## config.mk

```make
export PLATFORM = sky130hd
export DESIGN_NAME = ace_snoop_monitor
export DESIGN_NICKNAME = d
export VERILOG_FILES = /design/src/rtl/ace_snoop_monitor.sv
export SDC_FILE = /design/constraint.sdc
export NUM_CORES = 1
export LEC_CHECK = 0
export CORE_MARGIN = 2
export CORE_UTILIZATION = 54
export CTS_CLUSTER_DIAMETER = 100
export DETAILED_ROUTE_END_ITERATION = 7
export GPL_TIMING_DRIVEN = 0
export PLACE_DENSITY = 0.86
export SYNTH_ARGS = -nofsm -noshare
export SYNTH_HDL_FRONTEND = slang
export SYNTH_SLANG_ARGS = --single-unit
```

## constraint.sdc

```tcl
create_clock -name ACLK -period 7.8 [get_ports ACLK]
set_clock_uncertainty 0.2 [all_clocks]
set_input_delay 2.34 -clock ACLK [delete_from_list [all_inputs] [get_ports ACLK]]
set_output_delay 2.34 -clock ACLK [all_outputs]
set_load 0.005 [all_outputs]
```

## src/rtl/ace_snoop_monitor.sv

```systemverilog
// Passive ACE snoop-channel monitor: in-order snoop tracking, per-line CD beat counting, sticky errors, stats.
// Latency: every output is registered; a handshake shows up on the cycle after the ACLK edge that samples it.
// Backpressure: none applied. The monitor drives no bus signal and only observes the VALID/READY pairs.
// Optional watchdog on the oldest outstanding snoop: define ACE_SNOOP_MON_TIMEOUT_EN to build it.
module ace_snoop_monitor #(
  parameter int ADDR_WIDTH       = 64,
  parameter int SNOOP_DATA_WIDTH = 128,
  parameter int CACHE_LINE_SIZE  = 6,
  parameter int MAX_OUTSTANDING  = 8,
  parameter int TIMEOUT_CYCLES   = 1024
) (
  input  logic                               ACLK,
  input  logic                               ARESET,
  input  logic                               ACVALID,
  input  logic                               ACREADY,
  input  logic [ADDR_WIDTH-1:0]              ACADDR,
  input  logic [3:0]                         ACSNOOP,
  input  logic                               CRVALID,
  input  logic                               CRREADY,
  input  logic [4:0]                         CRRESP,
  input  logic                               CDVALID,
  input  logic                               CDREADY,
  input  logic                               CDLAST,
  output logic [$clog2(MAX_OUTSTANDING):0]   outstanding,
  output logic [31:0]                        snoop_count,
  output logic [31:0]                        resp_count,
  output logic [31:0]                        data_line_count,
  output logic [6:0]                         err,
  input  logic                               err_clear
);

  localparam int OW  = $clog2(MAX_OUTSTANDING) + 1;
  localparam int BPL = ((2 ** CACHE_LINE_SIZE) * 8) / SNOOP_DATA_WIDTH;
  localparam int BW  = $clog2(BPL) + 1;
  localparam int PW  = OW + 1;
  localparam logic [OW-1:0] OUT_MAX = OW'(MAX_OUTSTANDING);
  localparam logic [BW-1:0] BPL_V   = BW'(BPL);

  // Only the DataTransfer bit of CRRESP affects the tracking.
  logic unused_crresp;
  assign unused_crresp = ^CRRESP[4:1];

  // The snoop payload is never read back, so the in-order tracker reduces to its occupancy.
  logic [OW-1:0]         out_q, out_d;
  logic [PW-1:0]         pend_q, pend_d;
  logic [BW-1:0]         beat_q, beat_d;
  logic [31:0]           snp_cnt_q, snp_cnt_d;
  logic [31:0]           rsp_cnt_q, rsp_cnt_d;
  logic [31:0]           line_cnt_q, line_cnt_d;
  logic [6:0]            err_q, err_d;
  logic                  prev_ok_q;
  logic                  pv_vld_q, pv_rdy_q;
  logic [ADDR_WIDTH-1:0] pv_addr_q;
  logic [3:0]            pv_snp_q;

  logic ac_hs, cr_hs, cd_hs;
  logic tr_full, tr_empty, push, pop, cr_data;
  logic data_ok, cd_ok, line_end, short_line, line_done, long_beat;
  logic ac_unstable, wd_err;
  logic [BW-1:0] beat_n;
  logic [6:0]    err_new;

  function automatic logic [31:0] sat_inc(input logic [31:0] v, input logic en);
    return (en && (v != 32'hFFFF_FFFF)) ? v + 32'd1 : v;
  endfunction

  assign ac_hs = ACVALID & ACREADY;
  assign cr_hs = CRVALID & CRREADY;
  assign cd_hs = CDVALID & CDREADY;

  // Event decode and next-state computation for tracker, line counting, errors and counters.
  always_comb begin
    tr_full    = (out_q == OUT_MAX);
    tr_empty   = (out_q == '0);
    pop        = cr_hs & ~tr_empty;
    // A pop frees a slot in the same cycle, so a push onto a full tracker is accepted alongside it.
    push       = ac_hs & (~tr_full | pop);
    cr_data    = pop & CRRESP[0];
    data_ok    = (pend_q != '0) | cr_data;
    cd_ok      = cd_hs & data_ok;
    // Saturate so an overlong line cannot wrap the beat counter back into the early-last window.
    beat_n     = (beat_q == '1) ? beat_q : beat_q + 1'b1;
    line_end   = cd_ok & CDLAST;
    short_line = line_end & (beat_n < BPL_V);
    line_done  = line_end & ~short_line;
    long_beat  = cd_ok & ~CDLAST & (beat_n == BPL_V);

    ac_unstable = prev_ok_q & pv_vld_q & ~pv_rdy_q &
                  (~ACVALID | (ACADDR != pv_addr_q) | (ACSNOOP != pv_snp_q));

    out_d = out_q;
    if (push && !pop)      out_d = out_q + 1'b1;
    else if (pop && !push) out_d = out_q - 1'b1;

    // A line that closes in the same cycle its CR arrives leaves pending_lines unchanged.
    pend_d = pend_q;
    if (cr_data && !line_end && (pend_q != '1)) pend_d = pend_q + 1'b1;
    else if (line_end && !cr_data)              pend_d = pend_q - 1'b1;

    beat_d = beat_q;
    if (line_end)   beat_d = '0;
    else if (cd_ok) beat_d = beat_n;

    snp_cnt_d  = sat_inc(snp_cnt_q, ac_hs);
    rsp_cnt_d  = sat_inc(rsp_cnt_q, pop);
    line_cnt_d = sat_inc(line_cnt_q, line_done);

    err_new = {wd_err, ac_unstable, cd_hs & ~data_ok, long_beat, short_line,
               ac_hs & tr_full & ~pop, cr_hs & tr_empty};
    // A fresh error wins over a simultaneous clear.
    err_d   = (err_clear ? 7'h00 : err_q) | err_new;
  end

  // State registers with synchronous reset; reset discards any half-finished line without flagging it.
  always_ff @(posedge ACLK) begin
    if (ARESET) begin
      out_q      <= '0;
      pend_q     <= '0;
      beat_q     <= '0;
      snp_cnt_q  <= '0;
      rsp_cnt_q  <= '0;
      line_cnt_q <= '0;
      err_q      <= '0;
      prev_ok_q  <= 1'b0;
      pv_vld_q   <= 1'b0;
      pv_rdy_q   <= 1'b0;
      pv_addr_q  <= '0;
      pv_snp_q   <= '0;
    end else begin
      out_q      <= out_d;
      pend_q     <= pend_d;
      beat_q     <= beat_d;
      snp_cnt_q  <= snp_cnt_d;
      rsp_cnt_q  <= rsp_cnt_d;
      line_cnt_q <= line_cnt_d;
      err_q      <= err_d;
      prev_ok_q  <= 1'b1;
      pv_vld_q   <= ACVALID;
      pv_rdy_q   <= ACREADY;
      pv_addr_q  <= ACADDR;
      pv_snp_q   <= ACSNOOP;
    end
  end

`ifdef ACE_SNOOP_MON_TIMEOUT_EN
  localparam int WW = $clog2(TIMEOUT_CYCLES + 1);
  localparam logic [WW-1:0] WD_MAX = WW'(TIMEOUT_CYCLES);
  logic [WW-1:0] wd_q, wd_d;

  // Watchdog next state: restart on any response, count while snoops are pending, hold at the limit.
  always_comb begin
    wd_d = wd_q;
    if (cr_hs)                                wd_d = '0;
    else if ((out_q != '0) && (wd_q != WD_MAX)) wd_d = wd_q + 1'b1;
  end

  assign wd_err = ~cr_hs & (wd_q == WD_MAX);

  // Watchdog register.
  always_ff @(posedge ACLK) begin
    if (ARESET) wd_q <= '0;
    else        wd_q <= wd_d;
  end
`else
  localparam int unused_timeout = TIMEOUT_CYCLES;
  assign wd_err = 1'b0;
`endif

  assign outstanding     = out_q;
  assign snoop_count     = snp_cnt_q;
  assign resp_count      = rsp_cnt_q;
  assign data_line_count = line_cnt_q;
  assign err             = err_q;

endmodule
```

==> impl_results.md, run 1 <==
* Antenna fix cells at 0
* Total gr overflow at 0
* Setup WS pre-CTS at 2350 ps
* IO Port Bufs at roughly 180
* Clk Tree Root Cell: clkbuf_16
* Die Ht at 127 µm
* Residual DRC at 0
* Slew Limit Headroom at 0.382
* Setup ws final at around 2800 ps
* Core footprint at 15000 µm²
* Avg Inst Size Synth at 8.92 µm²
* Routability cong. at slightly below 0.9
* DR pass1 iterations at 5
* Die X at 127 µm
* Final hold vios at 0
* Vias at between 7000 and 8000
* Post_cts resized at 0
* HP Class: reg2reg
* Post-CTS Hold Buffers at 0
* Fillers at 1099
* CP Capture Type: flop
* Synth unique cells at 56
* Post-synth EDFFs at 0
* Num CTS Buffers at 17
* Initial antenna violation count at 0
* Worst slew pin tran at 922 ps
* Tot Pwr at 0.00224 W
* Die area at 16200 µm²
* H-Tree Depth at 4
* Fin util at 0.722
* Tcrit/Tclk final at 0.646
* DP Area at 10300 µm²
* Max Cap Viol at 0
* Global-route wire length before repair at 33500 µm
* Routed vias/inst at 5.48
* Detailed Place HPWL at 15200 µm
* Clock sink total at 185
* Primary FF master, synth: dfxtp_1
* Most common cell after layout, fill and taps aside: dfxtp_1
* Most frequent cells in the layout: dfxtp_1, clkdlybuf4s50_1, nor2_1
* Clock transition at the registers of the reported paths at 70 ps
* Achievable frequency at approximately 200 MHz
* CTS Buffer Depth at 2
* WS Path Type: in2reg
* Synth Cell Area at 8210 µm²
* Vias in the first global route at 6855
* Synth area leaders: dfxtp_1, xnor2_1, xor2_1, nor2_1, nor2b_1
* #FFs+latches synth at 185
* DR iter-0 viols at 405
* Sequential share of the synthesized area at 0.451
* WL per Instance at 15.9 µm
* Ys async rst share at 0
* Slew Limit Fails at 0
* Post-route ant nets at 0
* Setup bufs post-CTS at 0
* Layout cells sized above 1 at 0.0476
* Synth top area share at 0.451
* Worst EP required at 7910 ps
* Power Density at 207 nW/µm²
* All-Layer GR Usage at 0.258
* I/O Pins at 190
* Final WL at between 20000 and 25000 µm
* Final instance area at about 11000 µm²
* Cells after Synth at 920
* Status: completed
* Leakage power at 3.82 nW
* Yosys top cell by area: dfxtp_1
* Largest net degree at the start of global routing at 19
* Area Growth Syn to Fin at 32.3%
* Worst-Skew Late Latency at roughly 440 ps
* CP Max Fanout at 8
* CTS tree: built
* Worst Path Arrival at 5150 ps
* Endpoints failing setup at 0
* Post-layout nets at between 1000 and 1500
* Syn nets at between 1000 and 1500
* Critical Path Start Type: primary input
* Min Tclk post-route at 5040 ps
* Yosys Warn Count at 0
* Num rows at 45
* Max VDD drop at 0.174 mV
* Sum Neg Setup Slack at 0 ps
* Starting density of the core at 0.546
* RSZ-0062 raised after global routing: false
[state kept, by name (all words and copies together), names as in the netlist]
signal,count
prev_ok_q,1
pv_rdy_q,1
pend_q,5
pv_snp_q,4
resp_count,32
pv_addr_q,64
data_line_count,32
outstanding,4
pv_vld_q,1
snoop_count,32
err,6
beat_q,3
[cell usage after synthesis (4+ instances only)]
cell type,n
o21ai_0,15
nor2_1,130
xor2_1,58
and3_1,10
mux2i_1,6
nand2b_1,4
nand3_1,35
a21oi_1,30
dfxtp_1,185
a21o_1,4
or4_1,5
clkbuf_1,25
nor3_1,20
and4_1,11
nand3_2,5
nand2_1,50
inv_1,34
a31oi_1,4
nor4_1,15
ha_1,10
xnor2_1,76
or3_1,13
nor2b_1,63
and2_1,7
a22o_1,4
o2bb2ai_1,5
nand4_1,52
[metrics by stage]
stage / hold slack [ps] / cells
5_1_grt: 295 / 1323
3_3_place_gp: 254 / 1291
2_1_floorplan: 260 / 920
4_1_cts: 280 / 1323
3_5_place_dp: 270 / 1291
6_report: 279 / 1323
[critical path, stage by stage]
cell             delay [ps]
clkdlybuf4s50_1         480
nand2_1                 100
nor2b_1                 120
clkbuf_1                310
o2111ai_1               450
fa_1                    560
a21o_1                  190
a21oi_1                 170
mux2i_1                 230
xnor2_1                 140
nor2_1                   50
[kinds of logic (layout without fill, tap and decap cells)]
kind of cell,Yosys count,after routing,share of synthesized area
other,1,1,0.000457
buffers and inverters,65,280,0.0335
muxes,6,6,0.00732
and+or+nand+nor,432,432,0.278
xor gates and xnor gates,134,134,0.143
DFF,185,185,0.451
adders and majority gates,12,12,0.0201
AOI/OAI and AO/OA,85,85,0.0668
[report_power, final]
group,leakage [nW],switching (W),internal (W)
logic,2.04,0.000173,0.000186
clock network,0.275,0.000400,0.000453
registers,1.51,0.0000435,0.000989
[metal layers]
layer,up-vias,track usage,part of all wire
li1,3561,-,-
met1,3410,0.327,0.44
met2,235,0.415,0.46
met3,41,0.0783,0.071
met4,0,0.100,0.023
met5,-,0,0
[final timing paths]
path                                    start                     end  slack, ps  depth (start not counted)
setup / recovery                      CRVALID  pend_q[4]$_SDFFE_PP0P_       2760                         11
hold / removal              err[1]$_SDFF_PP0_       err[1]$_SDFF_PP0_        280                          2
setup reg to reg  outstanding[0]$_SDFFE_PP0P_  pend_q[4]$_SDFFE_PP0P_       4560                         10
hold reg to reg             err[1]$_SDFF_PP0_       err[1]$_SDFF_PP0_        280                          2
[final cells by class]
class	instances	area [µm²]	share of cell area
Buffer	31	148	0.0136
Clock buffer	17	425	0.0392
Clock inverter	15	158	0.0145
Inverter	34	128	0.0118
Multi-Input combinational cell	670	4230	0.390
Sequential cell	185	3700	0.341
Tap cell	188	235	0.0217
Timing Repair Buffer	183	1830	0.169
(Power assumes the default switching activity.)
==> inputs of run 2 (changes only) <==
--- a/config.mk
+++ b/config.mk
@@ -6,11 +6,11 @@
 export NUM_CORES = 1
 export LEC_CHECK = 0
 export CORE_MARGIN = 2
-export CORE_UTILIZATION = 54
+export CORE_UTILIZATION = 50
 export CTS_CLUSTER_DIAMETER = 100
 export DETAILED_ROUTE_END_ITERATION = 7
 export GPL_TIMING_DRIVEN = 0
-export PLACE_DENSITY = 0.86
+export PLACE_DENSITY = 0.81
 export SYNTH_ARGS = -nofsm -noshare
 export SYNTH_HDL_FRONTEND = slang
 export SYNTH_SLANG_ARGS = --single-unit
==> constraint.sdc (replaced) <==
create_clock -name ACLK -period 5.29 [get_ports ACLK]
set_clock_uncertainty 0.2 [all_clocks]
set_input_delay 1.587 -clock ACLK [delete_from_list [all_inputs] [get_ports ACLK]]
set_output_delay 1.587 -clock ACLK [all_outputs]
set_load 0.005 [all_outputs]
==> impl_results.md, run 2 (same netlist as run 1, synthesis figures left out) <==
* Status: completed
* Tcrit/Tclk final at 0.824
* CP Capture Type: flop
* Area Growth Syn to Fin at 33.5%
* IO Port Bufs at 183
* Routed vias/inst at 5.24
* Starting density of the core at 0.515
* Final hold vios at 0
* Worst-Skew Late Latency at 430 ps
* Comb pwr share at 0.153
* Clk Tree Root Cell: clkbuf_16
* RSZ-0062 raised after global routing: false
* Setup bufs post-CTS at 0
* DP Area at 10300 µm²
* CP delay by family, top: compound AO/OA/AOI/OAI gates
* Layout cells sized above 1 at 0.0476
* Seq pwr share at 0.445
* Post-route ant nets at 0
* Post-CTS Hold Buffers at 0
* Core footprint at 15900 µm²
* Num rows at 46
* Post_cts resized at 0
* Worst slew pin tran at 930 ps
* Post-layout nets at between 1000 and 1500
* Die area at 17500 µm²
* Global-route wire length before repair at between 30000 and 40000 µm
* Vias in the first global route at 6722
* Power Density at 312 nW/µm²
* Min Tclk post-route at 4360 ps
* Worst EP required at 5390 ps
* Largest net degree at the start of global routing at 17
* I/O Pins at 190
* Vias at between 7000 and 8000
* Max Cap Viol at 0
* CP max stage delay at 550 ps
* Most frequent cells in the layout: dfxtp_1, clkdlybuf4s50_1, nor2_1
* Largest Register: pv_addr_q
* Worst path cell trace: clkdlybuf4s50_1 -> nand2_1 -> nor2b_1 -> clkbuf_1 -> o2111ai_1 -> fa_1 -> a21o_1 -> a21oi_1 -> mux2i_1 -> xnor2_1 -> nor2_1
* Switching Share at 0.253
* CTS Buffer Depth at 2
* Residual DRC at 0
* Sum Neg Setup Slack at 0 ps
* Endpoints failing setup at 0
* Detailed Place HPWL at ~15000 µm
* Slew Limit Fails at 0
* DR iter-0 viols at 316
* CTS tree: built
* Max FFs per register at between 60 and 70
* Worst Path Arrival at 4450 ps
* Fillers at roughly 1200
* Final WL at about 21000 µm
* Critical Path Start Type: primary input
* All-Layer GR Usage at 0.238
* Routability cong. at 0.892
* Crit path max-delay cell type: fa_1
* WL per Instance at 15.6 µm
* Clock transition at the registers of the reported paths at 70 ps
* WS Path Type: in2reg
* Antenna fix cells at 0
* Die X at 132 µm
* Initial antenna violation count at 0
* CP Max Fanout at 8
* Final instance area at 11000 µm²
* Max VDD drop at 0.282 mV
* Clk pwr share at 0.402
* HP Class: reg2reg
* Most common cell after layout, fill and taps aside: dfxtp_1
* Achievable frequency at 230 MHz
* Clock sink total at 185
* H-Tree Depth at 4
* Sw Pwr at 0.000865 W
* Total gr overflow at 0
* DR pass1 iterations at 5
* Num CTS Buffers at 17
* Fin util at 0.687
* Leakage power at 3.86 nW
* Internal at 0.00255 W
* Slew Limit Headroom at 0.377
* Critical path buffers and inverters at 2
* Die Ht at 132 µm
==> run 2: metal layers <==
layer,track usage,share of wire
met1,0.306,0.44
met2,0.386,0.46
met3,0.0677,0.087
met4,0.0785,0.015
met5,0,0
==> run 2: worst paths after layout <==
path,startpoint,cells past startpoint,to,slack (ps)
worst max-delay path,CRVALID,11,pend_q[4]$_SDFFE_PP0P_,930
worst min-delay path,err[1]$_SDFF_PP0_,2,err[1]$_SDFF_PP0_,280
worst max register to register,outstanding[0]$_SDFFE_PP0P_,10,pend_q[4]$_SDFFE_PP0P_,2010
worst min register to register,err[1]$_SDFF_PP0_,2,err[1]$_SDFF_PP0_,280
==> run 2: power groups by stage <==
stage | Combinational [W] | Clock (W) | Sequential, W
detailed placement | 0.000520 | 0 | 0.00155
finish | 0.000523 | 0.00137 | 0.00152
CTS | 0.000524 | 0.00139 | 0.00152
global route | 0.000588 | 0.00145 | 0.00153
global placement | 0.000505 | 0 | 0.00155
floorplan | 0.000327 | 0 | 0.00154
==> run 2: stage by stage <==
| step | hold slack [ps] | power (W) | setup WS, ps | std cells |
|---|---|---|---|---|
| floorplan | 260 | 0.00187 | 1420 | 920 |
| global placement | 256 | 0.00205 | 636 | 1319 |
| detailed placement | 265 | 0.00207 | 538 | 1319 |
| CTS | 278 | 0.00344 | 956 | 1351 |
| global route | 301 | 0.00357 | 746 | 1351 |
| finish | 278 | 0.00342 | 933 | 1351 |
==> run 2: final cells by class <==
type,count,area (µm²),area share
multi-input combinational,670,4230,0.386
timing repair buffer,183,1830,0.167
sequential,185,3700,0.338
tap,216,270,0.0247
clock buffer,19,453,0.0413
clock inverter,13,193,0.0176
inverter,34,128,0.0116
buffer,31,148,0.0135
==> run 2: tightest hold or removal path: stages, from the launching register on <==
cell and delay (ps):
dfxtp_1 310, nand2_1 60, a21oi_1 60
